`src/rtl/an13_pkg.sv`:
```
// an13_pkg: shared constants and result type for the AN-code (A = 13)
// Barrett-reduction decoder and its arbitrated front end.
package an13_pkg;

  localparam int A      = 13;  // AN-code multiplier
  localparam int CW_W   = 6;   // codeword width
  localparam int Q_W    = 3;   // decoded data (quotient) width
  localparam int R_W    = 4;   // remainder width, holds 0..12
  localparam int NREQ   = 2;   // requesters sharing the decoder
  localparam int M      = 19;  // Barrett multiplier, floor(256/13)
  localparam int SHIFT  = 8;   // Barrett shift, log2(256)
  localparam int PROD_W = 11;  // width of x*M for a 6-bit x

  typedef struct packed {
    logic [Q_W-1:0] q;
    logic [R_W-1:0] r;
    logic           error;
  } dec_result_t;

endpackage

```
`src/rtl/an13_dec_arbiter_if.sv`:
```
// an13_dec_arbiter_if: requester-side and consumer-side handshake bundle of
// the shared AN-13 decoder. The master modport is the environment (producers
// and consumer), the slave modport is the arbiter itself.
interface an13_dec_arbiter_if;
  import an13_pkg::*;

  logic [NREQ-1:0]      req_valid;
  logic [NREQ*CW_W-1:0] req_word;
  logic [NREQ-1:0]      req_ready;
  logic                 out_valid;
  logic                 out_ready;
  logic [Q_W-1:0]       out_q;
  logic [R_W-1:0]       out_r;
  logic                 out_error;
  logic                 out_id;

  modport master (
    output req_valid, req_word, out_ready,
    input  req_ready, out_valid, out_q, out_r, out_error, out_id
  );

  modport slave (
    input  req_valid, req_word, out_ready,
    output req_ready, out_valid, out_q, out_r, out_error, out_id
  );

endinterface

```
`src/rtl/an13_barrett_dec.sv`:
```
// an13_barrett_dec: purely combinational AN-13 decode of one codeword using
// Barrett reduction (m = 19, shift 8) with a single correction step.
// Usable standalone or inside the arbitrated pipeline.
module an13_barrett_dec
  import an13_pkg::*;
(
  input  logic [CW_W-1:0] x,
  output dec_result_t     res
);

  localparam logic [CW_W-1:0] A_CW = CW_W'(A);

  logic [PROD_W-1:0] prod;
  logic [Q_W-1:0]    q_est;
  logic [CW_W-1:0]   r_est;

  // Estimate the quotient, then fix the one-off underestimate Barrett allows.
  always_comb begin
    // NOTE: every combinational output gets a default first so no path
    // leaves it unassigned, which would otherwise infer a latch.
    res   = '0;
    prod  = PROD_W'(x) * PROD_W'(M);
    q_est = Q_W'(prod >> SHIFT);
    r_est = x - CW_W'(A * int'(q_est));
    if (r_est >= A_CW) begin
      res.q = q_est + Q_W'(1);
      res.r = R_W'(r_est - A_CW);
    end else begin
      res.q = q_est;
      res.r = R_W'(r_est);
    end
    res.error = (res.r != '0);
  end

endmodule

```
`src/rtl/an13_dec_arbiter.sv`:
```
// an13_dec_arbiter: round-robin front end sharing one AN-13 Barrett decoder
// between two codeword sources, followed by a two-stage stallable pipeline.
// Optional macro AN13_DEC_ERRCNT_EN enables the saturating errored-result
// counter; without it err_count is tied to zero.
module an13_dec_arbiter
  import an13_pkg::*;
#(
  parameter int ERRCNT_W = 8
) (
  input  logic                clk,
  input  logic                rst,
  an13_dec_arbiter_if.slave   bus,
  output logic [ERRCNT_W-1:0] err_count
);

  logic            last;        // requester that won the latest accepted transfer
  logic            s1_valid;
  logic [CW_W-1:0] s1_word;
  logic            s1_id;
  logic            out_valid_q;
  logic [Q_W-1:0]  out_q_q;
  logic [R_W-1:0]  out_r_q;
  logic            out_error_q;
  logic            out_id_q;

  logic            s1_en;
  logic            s2_en;
  logic            gnt_id;
  logic [NREQ-1:0] grant;
  logic            accept;
  logic [CW_W-1:0] gnt_word;
  dec_result_t     s1_dec;

  // Pick the winner, derive stage enables and the per-requester accept.
  always_comb begin
    s2_en    = !out_valid_q || bus.out_ready;
    s1_en    = !s1_valid || s2_en;
    gnt_id   = (&bus.req_valid) ? !last : bus.req_valid[1];
    grant    = (|bus.req_valid) ? (NREQ'(1) << gnt_id) : '0;
    // No transfer is offered while reset is held, so nothing is lost to it.
    bus.req_ready = grant & {NREQ{s1_en && !rst}};
    accept   = |(bus.req_valid & bus.req_ready);
    gnt_word = bus.req_word[int'(gnt_id) * CW_W +: CW_W];
  end

  // Stage 1: capture the granted word and its source; advance the pointer.
  always_ff @(posedge clk) begin
    // NOTE: state registers use non-blocking assignment so every flop samples
    // pre-edge values regardless of block ordering.
    if (rst) begin
      s1_valid <= 1'b0;
      s1_word  <= '0;
      s1_id    <= 1'b0;
      last     <= 1'b1;
    end else begin
      if (s1_en) begin
        s1_valid <= accept;
        if (accept) begin
          s1_word <= gnt_word;
          s1_id   <= gnt_id;
        end
      end
      if (accept) last <= gnt_id;
    end
  end

  an13_barrett_dec u_dec (
    .x   (s1_word),
    .res (s1_dec)
  );

  // Stage 2: register the decode; hold everything while the consumer stalls.
  always_ff @(posedge clk) begin
    // NOTE: the result registers are cleared as well as the valid bit, so a
    // consumer never sees stale data after reset even if it ignores out_valid.
    if (rst) begin
      out_valid_q <= 1'b0;
      out_q_q     <= '0;
      out_r_q     <= '0;
      out_error_q <= 1'b0;
      out_id_q    <= 1'b0;
    end else if (s2_en) begin
      out_valid_q <= s1_valid;
      if (s1_valid) begin
        out_q_q     <= s1_dec.q;
        out_r_q     <= s1_dec.r;
        out_error_q <= s1_dec.error;
        out_id_q    <= s1_id;
      end
    end
  end

  assign bus.out_valid = out_valid_q;
  assign bus.out_q     = out_q_q;
  assign bus.out_r     = out_r_q;
  assign bus.out_error = out_error_q;
  assign bus.out_id    = out_id_q;

`ifdef AN13_DEC_ERRCNT_EN
  logic [ERRCNT_W-1:0] err_cnt;

  // Count errored results as they are handed over; stick at all-ones.
  always_ff @(posedge clk) begin
    if (rst) begin
      err_cnt <= '0;
    end else if (out_valid_q && bus.out_ready && out_error_q && (err_cnt != '1)) begin
      err_cnt <= err_cnt + ERRCNT_W'(1);
    end
  end

  assign err_count = err_cnt;
`else
  assign err_count = '0;
`endif

endmodule

```
`src/flat_wrapper.sv`:
```
// flat-port wrapper written by rule: the top's interface ports become plain ports
module an13_dec_arbiter_flat import an13_pkg::*;
#(
  parameter int ERRCNT_W = 8
)
  (clk, rst, err_count, bus_req_valid, bus_req_word, bus_out_ready, bus_req_ready, bus_out_valid, bus_out_q, bus_out_r, bus_out_error, bus_out_id);
  an13_dec_arbiter_if bus_i ();
  input  logic clk;
  input  logic rst;
  output logic [ERRCNT_W-1:0] err_count;
  input wire logic [$bits(bus_i.req_valid)-1:0] bus_req_valid;
  input wire logic [$bits(bus_i.req_word)-1:0] bus_req_word;
  input wire logic [$bits(bus_i.out_ready)-1:0] bus_out_ready;
  output wire logic [$bits(bus_i.req_ready)-1:0] bus_req_ready;
  output wire logic [$bits(bus_i.out_valid)-1:0] bus_out_valid;
  output wire logic [$bits(bus_i.out_q)-1:0] bus_out_q;
  output wire logic [$bits(bus_i.out_r)-1:0] bus_out_r;
  output wire logic [$bits(bus_i.out_error)-1:0] bus_out_error;
  output wire logic [$bits(bus_i.out_id)-1:0] bus_out_id;
  assign bus_i.req_valid = bus_req_valid;
  assign bus_i.req_word = bus_req_word;
  assign bus_i.out_ready = bus_out_ready;
  assign bus_req_ready = bus_i.req_ready;
  assign bus_out_valid = bus_i.out_valid;
  assign bus_out_q = bus_i.out_q;
  assign bus_out_r = bus_i.out_r;
  assign bus_out_error = bus_i.out_error;
  assign bus_out_id = bus_i.out_id;
  an13_dec_arbiter #(.ERRCNT_W(ERRCNT_W)) u_core (.clk(clk), .rst(rst), .bus(bus_i), .err_count(err_count));
endmodule
```
`config.mk`:
```
export PLATFORM = sky130hd
export DESIGN_NAME = an13_dec_arbiter_flat
export DESIGN_NICKNAME = d
export VERILOG_FILES = /design/src/rtl/an13_pkg.sv /design/src/rtl/an13_dec_arbiter_if.sv /design/src/rtl/an13_barrett_dec.sv /design/src/rtl/an13_dec_arbiter.sv /design/src/flat_wrapper.sv
export SDC_FILE = /design/constraint.sdc
export NUM_CORES = 1
export LEC_CHECK = 0
export BUFFER_PORTS_ARGS = -buffer_cell sky130_fd_sc_hd__buf_2
export CORE_MARGIN = 1.5
export CORE_UTILIZATION = 59
export DETAILED_ROUTE_END_ITERATION = 8
export PLACE_DENSITY = 0.89
export RECOVER_POWER = 100
export SYNTH_ARGS = -nofsm -noshare
export SYNTH_HDL_FRONTEND = slang
export SYNTH_HIERARCHICAL = 1
export SYNTH_SLANG_ARGS = --single-unit
```
`constraint.sdc`:
```
create_clock -name clk -period 10.05 [get_ports clk]
set_clock_uncertainty 0.15 [all_clocks]
set_input_delay 2.01 -clock clk [delete_from_list [all_inputs] [get_ports clk]]
set_output_delay 2.01 -clock clk [all_outputs]
set_load 0.005 [all_outputs]
```
# Word-level counts from Yosys, hierarchy flattened
# Index checks and enable logic that the tools add are counted.
# totals
reg_bits,19
input_bits,17
output_inout_bits,20
elab_cells,36
# classes
addsub,3
n_mul,3
order_cmp,1
shift,2
muxes,3
n_bitwise,2
reduce_logical,13
# ops
operator,n
variable part select 12 x 32 -> 6 bit,1
"multiplier 6 x 5 -> 11 bit, second input constant",1
2-to-1 mux 7 bit,1
"greater-or-equal comparator 6 x 4 -> 1 bit, second input constant",1
"multiplier 4 x 3 -> 6 bit, first input constant",1
AND reduction 2 bit,3
subtractor 6 bit,1
bitwise AND 2 bit,2
zero test 1 bit,4
nonzero test 4 bit,1
OR reduction 2 bit,2
"subtractor 4 bit, second input constant",1
"adder 3 x 1 -> 3 bit, second input constant",1
"multiplier 1 x 2 -> 3 bit, second input constant",1
logical OR 1 bit,2
2-to-1 mux 2 bit,1
"left shift 1 x 1 -> 2 bit, first input constant",1
logical AND 1 bit,1
2-to-1 mux 1 bit,1

# Depth between registers and ports, before layout
# Gate-level depths: netlist (run 1).
# depth
depth_word,8
ltp_mapped,24
mapped_depth_nobuf,22

# By module
# Netlist (run 1), hierarchy kept.
# by_module_without_submodules
module,instances,cells_per_inst,area_per_inst_um2,seq_area_each_um2
an13_barrett_dec,1,116,979.7,0.0
an13_dec_arbiter,1,99,908.4,380.4

# Worst setup path before layout (run 1)
# Ideal clock, no wire load.
# synth_path
kind,register to register
startpoint,register u_core.s1_word[1]
endpoint,register u_core.out_q_q[1] (netlist: u_core/bus.out_q[1])
setup_time_ps,132
arrival_ps,5595
t_required_ps,9768
path_slack_ps,4172
stages_incl_launch_ff,23
path_buffers,2
period_less_slack_ps,5878
cell_sequence,dfxtp_1 -> ha_1 -> fa_1 -> ha_1 -> nand3_1 -> a21boi_0 -> or2_2 -> or3_1 -> and2_1 -> ha_1 -> fa_1 -> inv_1 -> ha_1 -> clkbuf_1 -> or4_1 -> a2111o_1 -> o211ai_1 -> a31oi_1 -> o21a_1 -> buf_6 -> mux2_4 -> nand3_1 -> a21oi_1
# synth_lines
item,line_no,rtl
start: declaration,an13_dec_arbiter.sv:18,logic [CW_W-1:0] s1_word;
start signal: assignment,an13_dec_arbiter.sv:59,s1_word <= gnt_word;
end signal: assignment,an13_dec_arbiter.sv:85,out_q_q <= s1_dec.q;
end: declaration,an13_dec_arbiter.sv:21,logic [Q_W-1:0] out_q_q;

==> flow_summary_export.csv, run 1 <==
group,metric,value,unit
status,status,"finished clean",
global_routing,grt_pass1_vias,1463,
global_routing,grt_max_degree,22,
floorplanning,fp-row-count,20,
place,dpl.hpwl,3000,µm
cts,htreeDepth,1,
cells_and_area,fin_nets,281,
route,avgViaCountPerCell,5.53,
sta,fin_setup_tns,0,ns
cells_and_area,final_core_util,64.8,%
logic_synthesis,yosysTopAreaCellShare,20.1,%
sta,relSlewSlack,20.0,%
setup_path,startpoint_type,"flip-flop",
logic_synthesis,synth_top_area_cell,"dfxtp_1",
logic_synthesis,synth_ff_type,"dfxtp_1",
floorplanning,core-area,3050,µm²
setup_path,critPathKind,"flip-flop to flip-flop",
setup_path,cp_max_fo,10,
setup_path,crit_start,"u_core/s1_word[1]$_SDFFE_PP0P_",
cts,cts_tree,"yes",
logic_synthesis,async_flop_share,0,%
logic_synthesis,synth.area.top_cells,"dfxtp_1 20%, ha_1 15%, a21oi_1 5.8%",
worst_hold_path,worstHoldPathCells,2,
setup_path,endpoint,"u_core/bus.out_r[3]$_SDFFE_PP0P_",
route,firstDrtPassIters,4,
pwr,p_sw_share,41.3,%
cells_and_area,finalInstanceArea,1980,µm²
logic_synthesis,synth_edf_count,0,
floorplanning,ios,37,
pwr,p_switching,0.125,mW
pwr,power_frac_clock,12.8,%
route,ant_nets,0,
setup_path,r2r-start,"u_core/s1_word[1]$_SDFFE_PP0P_",
cells_and_area,insertedDiodeCount,0,
cts,insertion_delay,0.30,ns
logic_synthesis,synth.distinct_cells,52,
cts,clockRootBuffer,"clkbuf_4",
place,gp_congestion,0.899,
setup_path,r2r_slack,3.76,ns
route,vias,1547,
route,drt-initial-drc-count,57,
setup_path,cp.required,10.14,ns
global_routing,track_usage,22.3,%
route,drc,0,
pwr,power_density,152,nW/µm²
pwr,ir_worst_vdd,0.0000928,V
pwr,p_comb_share,56.3,%
logic_synthesis,synth.avg_cell_area,8.78,µm²
route,post_drt_wl_per_cell,13.1,µm
floorplanning,die-area,3550,µm²
sta,rsz0062_at_grt,"false",
global_routing,grt_overflow,0,
cts,cts-hold-fix-buffers,0,
setup_path,cp.arrival,6.38,ns
sta,fin_crit,6.29,ns
pwr,seq_power_share,30.8,%
cts,path_clk_slew,0.11,ns
route,routed_wirelength,3670,µm
logic_synthesis,syn-cell-area,1890,µm²
logic_synthesis,ys_ff_latch,19,
cells_and_area,syn_to_final_growth,4.84,%
sta,report.final.slew_viol_count,0,
place,placed_cell_area,1980,µm²
cts,cts.sinks,19,
pwr,leakage,0.866,nW
sta,max_freq,0.159,GHz
place,portBuffers,28,
logic_synthesis,synthCells,215,
setup_path,reg2reg_depth,21,
global_routing,grt_first_pass_wirelength,6180,µm
floorplanning,die_x,59.6,µm
run,drv_cap,0,
cells_and_area,final_cell_mix,"23 x ha_1, 22 x a21oi_1, 19 x dfxtp_1, 15 x buf_2, 14 x inv_1",
sta,hold_violations,0,
cts,post-cts-setup-buffers,0,
cells_and_area,drive_gt1_share,15.3,%
cts,clk_path_buf_depth,2,
cts,cts_resized,0,
worst_hold_path,hp-class,"flip-flop to flip-flop",
cells_and_area,final_common_cell,"ha_1",
floorplanning,floorplan.initialDensity,61.8,%
cts,numCtsBuffers,3,
logic_synthesis,ys_warn_count,6,
sta,worst_pin_slew,1.19,ns
logic_synthesis,seq_area_frac_synth,20.1,%
pwr,fin_total_pwr,0.301,mW
setup_path,cp-end-kind,"flip-flop",
sta,setup_violations,0,
floorplanning,die_h,59.6,µm
sta,fin_crit_sh,62.6,%
pwr,p_int,0.177,mW
setup_path,reg2reg_to,"u_core/bus.out_r[3]$_SDFFE_PP0P_",
global_routing,antenna_found_initial,0,
flip-flops by register name, indices dropped and copies added (netlist names):
name / cells
u_core/bus.out_q: 3
u_core/s1_word: 6
u_core/last: 1
u_core/bus.out_error: 1
u_core/bus.out_r: 4
u_core/s1_valid: 1
u_core/bus.out_valid: 1
u_core/s1_id: 1
u_core/bus.out_id: 1
layer usage:
metal / wire [µm] / track usage, % / vias to the layer above
met3: 196 / 3.28 / 5
met2: 1740 / 38.9 / 41
met4: 23 / 5.40 / 0
met1: 1700 / 28.9 / 702
li1: - / - / 799
met5: 0 / 0 / -
power groups by stage:
stage | clock, mW | combinational (mW) | sequential [mW]
after CTS | 0.0404 | 0.177 | 0.0927
after detailed placement | 0 | 0.176 | 0.0945
after global placement | 0 | 0.170 | 0.0939
final | 0.0387 | 0.170 | 0.0929
after floorplan | 0 | 0.149 | 0.0930
after global routing | 0.0438 | 0.191 | 0.0943
critical path, stage by stage, from the launching register on:
cell      delay, ns
dfxtp_1        0.51
ha_1           0.31
fa_1           0.39
ha_1           0.31
nand3_1        0.09
a21boi_0       0.20
or2_2          0.35
or3_1          0.35
and2_0         0.24
ha_1           0.36
fa_1           0.50
inv_1          0.04
ha_1           0.42
or4_1          0.56
a2111o_1       0.39
o211ai_1       0.10
a31oi_1        0.06
o21a_1         0.24
nor3_1         0.26
xnor2_1        0.15
nand3_1        0.09
a21oi_1        0.13
final cells by class:
cell class                      count  area (µm²)
Multi-Input combinational cell    170        1340
Sequential cell                    19         380
Tap cell                           44        55.1
Clock buffer                        3        22.5
Timing Repair Buffer               28         124
Inverter                           15        56.3
Fill cell                         276        1070
Clock inverter                      1        5.00
kinds of logic after synthesis:
family,after synthesis,synth area share [%]
AND/OR/NAND/NOR,52,16.1
flip-flops,19,20.1
other,1,0.199
AO/OA/AOI/OAI,61,22.8
adder cells (fa/ha/maj),27,19.5
XOR/XNOR,10,4.64
buffers and inverters,33,9.67
multiplexers,12,6.96
cells in the mapped netlist, drive strengths merged, types with 2 or more instances:
library cell  instances
nor2b                 4
dfxtp                19
o21a                  2
inv                  15
mux2i                 9
nand3                12
o21ai                13
a31oi                 2
nand2b                3
clkbuf                4
nor2                  8
buf                  14
and2                  2
a211oi               10
a21boi                3
nand2                 8
xor2                  5
nor3                  2
fa                    4
or2                   2
ha                   23
xnor2                 5
mux2                  3
or4                   2
or3                   2
a21oi                22
stage by stage:
stage | instances | hold slack [ns] | setup slack (ns)
after CTS | 280 | 0.336 | 3.79
after detailed placement | 276 | 0.320 | 3.79
final | 280 | 0.331 | 3.76
after floorplan | 222 | 0.290 | 4.17
after global placement | 276 | 0.316 | 3.97
after global routing | 280 | 0.357 | 3.37
how the worst min path moves through the flow:
stage	from	endpoint	slack (ns)
3_3_place_gp	u_core/bus.out_q[0]$_SDFFE_PP0P_	u_core/bus.out_q[0]$_SDFFE_PP0P_	0.32
2_1_floorplan	u_core/s1_id$_SDFFE_PP0P_	u_core/bus.out_id$_SDFFE_PP0P_	0.29
3_5_place_dp	u_core/bus.out_r[1]$_SDFFE_PP0P_	u_core/bus.out_r[1]$_SDFFE_PP0P_	0.32
5_1_grt	u_core/bus.out_error$_SDFFE_PP0P_	u_core/bus.out_error$_SDFFE_PP0P_	0.36
6_report	u_core/s1_id$_SDFFE_PP0P_	u_core/bus.out_id$_SDFFE_PP0P_	0.33
4_1_cts	u_core/bus.out_r[1]$_SDFFE_PP0P_	u_core/bus.out_r[1]$_SDFFE_PP0P_	0.34
Power figures use the tool's default switching activity.
==> run 2: changes to the inputs <==
Settings changed: ABC_AREA from default to 1, CORE_UTILIZATION 59 to 50, PLACE_DENSITY 0.89 to 0.8.
Clock period 10.05 ns to 5.55 ns, I/O delays scaled along.
==> run 2 against run 1 <==
Synthesized cell count up 27%. Core utilization is 8.0 points lower. Hold slack lost 0.0036 ns. Power up 91%. Synthesized area unchanged. First-iteration DRC count is 65% higher. Final cell count increased by 25%. Wire length down 1.6%. Die area rose by 17%. Setup slack worse by 3.4 ns. Clock-buffer cell count rose by 1. Critical endpoint is now u_core/bus.out_q[2]$_SDFFE_PP0P_.
==> flow_summary_export.csv, run 2 <==
group,metric,value,unit
cts,cts.sinks,19,
place,dpl.hpwl,2920,µm
route,drt-initial-drc-count,94,
worst_hold_path,worstHoldPathCells,2,
logic_synthesis,synth.area.mux_share,0,%
sta,setup_violations,0,
setup_path,cp.required,5.54,ns
cells_and_area,fin_cells,350,
sta,worst_pin_slew,0.714,ns
setup_path,cp_max_fo,8,
cts,htreeDepth,1,
pwr,p_switching,0.254,mW
global_routing,use_met3,3.99,%
cells_and_area,largest-register,"u_core/s1_word",
logic_synthesis,async_flop_share,0,%
global_routing,busiest_layer,"met2",
logic_synthesis,synthAdderAreaFrac,19.5,%
logic_synthesis,synth_compound_area_share,6.56,%
route,ant_nets,0,
sta,relSlewSlack,52.2,%
logic_synthesis,yosysMostFrequentCell,"nand2_1",
global_routing,grt_max_degree,20,
logic_synthesis,synth_common_cells,"58 x nand2_1, 36 x inv_1, 31 x nor2_1",
route,post_drt_wl_per_cell,10.3,µm
cells_and_area,fill_cells,366,
place,gp_congestion,0.883,
cts,numCtsBuffers,3,
floorplanning,floorplan.initialDensity,52.0,%
pwr,p_int,0.322,mW
floorplanning,die-area,4150,µm²
cts,cts-hold-fix-buffers,0,
logic_synthesis,synth.area.top_cells,"dfxtp_1 20%, ha_1 15%, nand2_1 12%",
floorplanning,ios,37,
cells_and_area,final_common_cell,"nand2_1",
global_routing,grtUsageMet1,21.5,%
sta,setup_ws,0.339,ns
setup_path,crit_chain,"ha_1, fa_1, ha_1, nand2_2, nor3_1, nor2_1, nand2_1, or2_2, nand2_1, inv_1, ha_1, fa_1, inv_1, ha_1, inv_1, nor3_2, nand3_2, a21oi_1, nor2_4, nand2_4, nand2_1, xor2_1, o21ai_0, nor2_1",
floorplanning,core-area,3630,µm²
cts,insertion_delay,0.25,ns
sta,fin_setup_tns,0,ns
setup_path,timing.critical_path.mode_cell,"ha_1",
floorplanning,die_x,64.5,µm
logic_synthesis,synth_top_area_cell,"dfxtp_1",
setup_path,cp.arrival,5.20,ns
cells_and_area,largest_reg_flops,6,
worst_hold_path,min_from,"u_core/s1_id$_SDFFE_PP0P_",
logic_synthesis,synthCells,273,
pwr,leakage,1.15,nW
global_routing,grt_overflow,0,
pwr,seq_power_share,27.5,%
pwr,power_frac_clock,16.3,%
setup_path,r2r_slack,0.34,ns
pwr,p_comb_share,56.2,%
route,drc,0,
pwr,power_density,279,nW/µm²
pwr,p_sw_share,44.1,%
route,routed_wirelength,3610,µm
floorplanning,fp-row-count,22,
cts,clockRootBuffer,"clkbuf_8",
setup_path,path_depth,24,
place,pre_cts_ws,0.294,ns
global_routing,track_usage,19.1,%
cts,clk_path_buf_depth,2,
sta,rsz0062_at_grt,"false",
place,dpl.cell_count,346,
logic_synthesis,ys_ff_latch,19,
pwr,ir_worst_vdd,0.000181,V
logic_synthesis,syn-cell-area,1890,µm²
setup_path,cpLargestDelayFamily,"adder cells",
cells_and_area,fin_nets,347,
setup_path,startpoint_type,"flip-flop",
route,vias,1699,
worst_hold_path,hp-class,"flip-flop to flip-flop",
route,avgViaCountPerCell,4.85,
cells_and_area,final_cell_mix,"58 x nand2_1, 37 x inv_1, 31 x nor2_1, 24 x nand3_1, 23 x ha_1",
setup_path,critPathBufInv,3,
setup_path,reg2reg_to,"u_core/bus.out_q[2]$_SDFFE_PP0P_",
setup_path,crit_start,"u_core/s1_word[1]$_SDFFE_PP0P_",
global_routing,antenna_found_initial,0,
route,firstDrtPassIters,4,
logic_synthesis,yosysTopAreaCellShare,20.1,%
logic_synthesis,synth-xor-area-share,3.25,%
setup_path,reg2reg_depth,24,
setup_path,slowest_stage,"fa_1",
run,drv_cap,0,
cts,path_clk_slew,0.07,ns
setup_path,cp-end-kind,"flip-flop",
cells_and_area,insertedDiodeCount,0,
logic_synthesis,seq_area_frac_synth,20.1,%
setup_path,critPathKind,"flip-flop to flip-flop",
logic_synthesis,synth.distinct_cells,33,
setup_path,slowest_delay,0.50,ns
place,portBuffers,28,
sta,report.final.slew_viol_count,0,
global_routing,grt_use_met2,37.6,%
logic_synthesis,synth_ff_type,"dfxtp_1",
global_routing,grt_first_pass_wirelength,6510,µm
sta,max_freq,0.192,GHz
floorplanning,die_h,64.5,µm
sta,hold_violations,0,
worst_hold_path,worstHoldEndpoint,"u_core/s1_id$_SDFFE_PP0P_",
cts,cts_tree,"yes",
setup_path,r2r-start,"u_core/s1_word[1]$_SDFFE_PP0P_",
logic_synthesis,synth_top_family_by_area,"simple AND/OR/NAND/NOR gates",
logic_synthesis,synth.avg_cell_area,6.92,µm²
sta,fin_crit,5.21,ns
global_routing,grt_pass1_vias,1657,
sta,fin_crit_sh,93.9,%
logic_synthesis,ys_warn_count,6,
cells_and_area,drive_gt1_share,21.2,%
status,status,"finished clean",
cells_and_area,syn_to_final_growth,9.41,%
logic_synthesis,synthSimpleGateAreaFrac,37.2,%
logic_synthesis,synth_edf_count,0,
-- run 2: layout make-up --
| class | instances | area (µm²) | share of cell area [%] |
|---|---|---|---|
| Multi-Input combinational cell | 209 | 1280 | 61.8 |
| Sequential cell | 19 | 383 | 18.5 |
| Inverter | 40 | 153 | 7.39 |
| Timing Repair Buffer | 30 | 148 | 7.15 |
| Tap cell | 48 | 60.1 | 2.91 |
| Clock buffer | 4 | 45.0 | 2.18 |
-- run 2: worst min-delay path: cells and delay by family (launching register included) --
kind,cells,cell delay (ns)
AND/OR/NAND/NOR,2,0.11
flip-flops,1,0.32
-- run 2: metrics by stage --
step | power, mW | hold WS [ns] | util, % | instance area (µm²)
3_3_place_gp | 0.473 | 0.310 | 56.0 | 2030
2_1_floorplan | 0.425 | 0.290 | - | 1910
6_report | 0.576 | 0.327 | 56.9 | 2070
5_1_grt | 0.635 | 0.346 | 56.9 | 2070
4_1_cts | 0.578 | 0.324 | 57.2 | 2080
3_5_place_dp | 0.479 | 0.314 | 56.0 | 2030
-- run 2: how the worst max path moves through the flow --
stage	slack [ns]	end
after floorplan	0.74	u_core/bus.out_error$_SDFFE_PP0P_
after global placement	0.53	u_core/bus.out_error$_SDFFE_PP0P_
after detailed placement	0.29	u_core/bus.out_error$_SDFFE_PP0P_
after CTS	0.25	u_core/bus.out_q[2]$_SDFFE_PP0P_
after global routing	0.007	u_core/bus.out_error$_SDFFE_PP0P_
final	0.34	u_core/bus.out_q[2]$_SDFFE_PP0P_
-- run 2: logic make-up (layout without fill, tap and decap cells) --
logic type                 Yosys count  in the layout
xor gates and xnor gates             7              7
other                                1              8
DFF                                 19             19
buffers and inverters               52             74
AOI/OAI and AO/OA                   22             22
adders and majority gates           27             27
and+or+nand+nor                    145            145
-- run 2: repair_timing --
action,in CTS,in global routing
endpoints found under the setup margin,0,3
gates resized for setup,0,3
setup buffers,0,0
endpoints found under the hold margin,0,0
-- run 2: routing by layer --
metal | vias up | wire length (µm)
met5 | - | 0
li1 | 902 | -
met4 | 0 | 20
met3 | 4 | 189
met2 | 45 | 1840
met1 | 748 | 1560
-- run 2: power by group through the flow --
| stage | Clock, mW | Sequential, mW | Combinational [mW] |
|---|---|---|---|
| finish | 0.0939 | 0.158 | 0.324 |
| CTS | 0.0974 | 0.158 | 0.322 |
| global placement | 0 | 0.160 | 0.312 |
| global route | 0.103 | 0.160 | 0.372 |
| floorplan | 0 | 0.160 | 0.264 |
| detailed placement | 0 | 0.161 | 0.318 |
==> run 3: changes to the inputs <==
Settings changed: RECOVER_POWER 100 to default.
==> run 3 against run 2 <==
Core utilization rose by 0.55 points. Flip-flop and latch count is the same. Design area up 0.97%. Combinational power about the same. Setup slack worse by 0.025 ns. Largest power group unchanged.
==> flow_summary_export.csv, run 3 (synthesis results as in run 2) <==
group,metric,value,unit
worst_hold_path,hp-class,"flip-flop to flip-flop",
setup_path,startpoint_type,"flip-flop",
route,post_drt_wl_per_cell,10.4,µm
cells_and_area,fill_cells,362,
setup_path,critPathKind,"flip-flop to flip-flop",
cts,clk_path_buf_depth,2,
setup_path,cp.required,5.55,ns
cts,cts.sinks,19,
pwr,ir_worst_vdd,0.000180,V
global_routing,track_usage,19.1,%
route,firstDrtPassIters,4,
route,drt-initial-drc-count,86,
floorplanning,ios,37,
sta,fin_crit,5.24,ns
cts,htreeDepth,1,
global_routing,grt_first_pass_wirelength,6510,µm
route,routed_wirelength,3640,µm
setup_path,cp_max_fo,8,
global_routing,grt_max_degree,20,
floorplanning,fp-row-count,22,
cells_and_area,insertedDiodeCount,0,
sta,fin_crit_sh,94.4,%
setup_path,timing.critical_path.mode_cell,"ha_1",
route,vias,1703,
run,drv_cap,0,
global_routing,grt_overflow,0,
sta,max_freq,0.191,GHz
sta,setup_violations,0,
cells_and_area,drive_gt1_share,23.8,%
setup_path,cpLargestDelayFamily,"adder cells",
setup_path,slowest_delay,0.50,ns
cells_and_area,largest-register,"u_core/s1_word",
place,placed_cell_area,2030,µm²
status,status,"finished clean",
global_routing,grt_pass1_vias,1657,
pwr,fin_total_pwr,0.579,mW
floorplanning,floorplan.initialDensity,52.0,%
floorplanning,die_x,64.5,µm
sta,whs,0.324,ns
setup_path,cp-end-kind,"flip-flop",
sta,rsz0062_at_grt,"false",
sta,fin_setup_tns,0,ns
place,dpl.hpwl,2920,µm
setup_path,cp.arrival,5.23,ns
setup_path,critPathBufInv,3,
pwr,leakage,1.17,nW
pwr,seq_power_share,27.3,%
setup_path,slowest_stage,"fa_1",
route,wl_met2,1840,µm
pwr,p_sw_share,44.2,%
place,pre_cts_ws,0.294,ns
pwr,p_switching,0.256,mW
route,top_layer,"met4",
sta,report.final.slew_viol_count,0,
cells_and_area,fin_nets,347,
route,met3_length,198,µm
cts,cts-hold-fix-buffers,0,
global_routing,antenna_found_initial,0,
floorplanning,die-area,4150,µm²
pwr,power_density,277,nW/µm²
cells_and_area,largest_reg_flops,6,
cells_and_area,syn_to_final_growth,10.5,%
cts,clockRootBuffer,"clkbuf_8",
route,avgViaCountPerCell,4.87,
floorplanning,core-area,3630,µm²
place,gp_congestion,0.883,
cts,cts_tree,"yes",
pwr,p_comb_share,56.5,%
cts,numCtsBuffers,3,
route,ant_nets,0,
sta,hold_violations,0,
cells_and_area,finalInstanceArea,2090,µm²
cts,path_clk_slew,0.07,ns
sta,setup_ws,0.313,ns
floorplanning,die_h,64.5,µm
pwr,power_frac_clock,16.2,%
place,portBuffers,28,
route,drc,0,
cts,insertion_delay,0.25,ns
cells_and_area,final_cell_mix,"58 x nand2_1, 36 x inv_1, 31 x nor2_1, 28 x buf_2",
pwr,p_int,0.323,mW
cells_and_area,final_common_cell,"nand2_1",
route,wirelength_met1,1590,µm
[run 3: cell types whose count changed in the layout (fill, tap and decap cells not counted)]
cell	change
buf_2	+6
clkbuf_1	-6
inv_1	-1
inv_2	+1
nand3_1	-1
nand3_4	+1
[run 3: tightest hold or removal path, cell delays in order (launching register included)]
cell     delay, ns
dfxtp_1       0.32
nand3_1       0.07
nand2_1       0.04
[run 3: power groups by stage]
stage                     Combinational (mW)  Sequential (mW)  Clock, mW
after floorplan                        0.264            0.160          0
after global placement                 0.312            0.160          0
after detailed placement               0.318            0.161          0
after CTS                              0.322            0.158     0.0974
after global routing                   0.374            0.160      0.103
final                                  0.327            0.158     0.0935
[run 3: worst paths after layout]
path                             startpoint                                 to  slack, ns  depth (start not counted)
min reg2reg       u_core/s1_id$_SDFFE_PP0P_          u_core/s1_id$_SDFFE_PP0P_       0.32                          2
max reg2reg  u_core/s1_word[1]$_SDFFE_PP0P_  u_core/bus.out_error$_SDFFE_PP0P_       0.31                         26
max          u_core/s1_word[1]$_SDFFE_PP0P_  u_core/bus.out_error$_SDFFE_PP0P_       0.31                         26
min               u_core/s1_id$_SDFFE_PP0P_          u_core/s1_id$_SDFFE_PP0P_       0.32                          2
[run 3: timing repair]
| action | CTS | global route |
|---|---|---|
| buffers inserted | 0 | 0 |
| setup endpoints to repair | 0 | 3 |
| endpoints found under the hold margin | 0 | 0 |
| resized for setup | 0 | 3 |
[run 3: cell type report]
class,instances,area (µm²),share of cell area [%]
Inverter,40,153,7.32
Sequential cell,19,383,18.4
Tap cell,48,60.1,2.88
Timing Repair Buffer,30,155,7.44
Multi-Input combinational cell,209,1290,61.8
Clock buffer,4,45.0,2.16
[run 3: metal layers]
layer  track usage (%)  vias to the layer above
li1                  -                      904
met1              21.5                      746
met2              37.6                       51
met3              3.99                        2
met4              2.39                        0
met5                 0                        -
[run 3: stage by stage]
step           util, %  std cells
2_1_floorplan        -        280
3_3_place_gp      56.0        346
3_5_place_dp      56.0        346
4_1_cts           57.2        350
5_1_grt           57.4        350
6_report          57.4        350
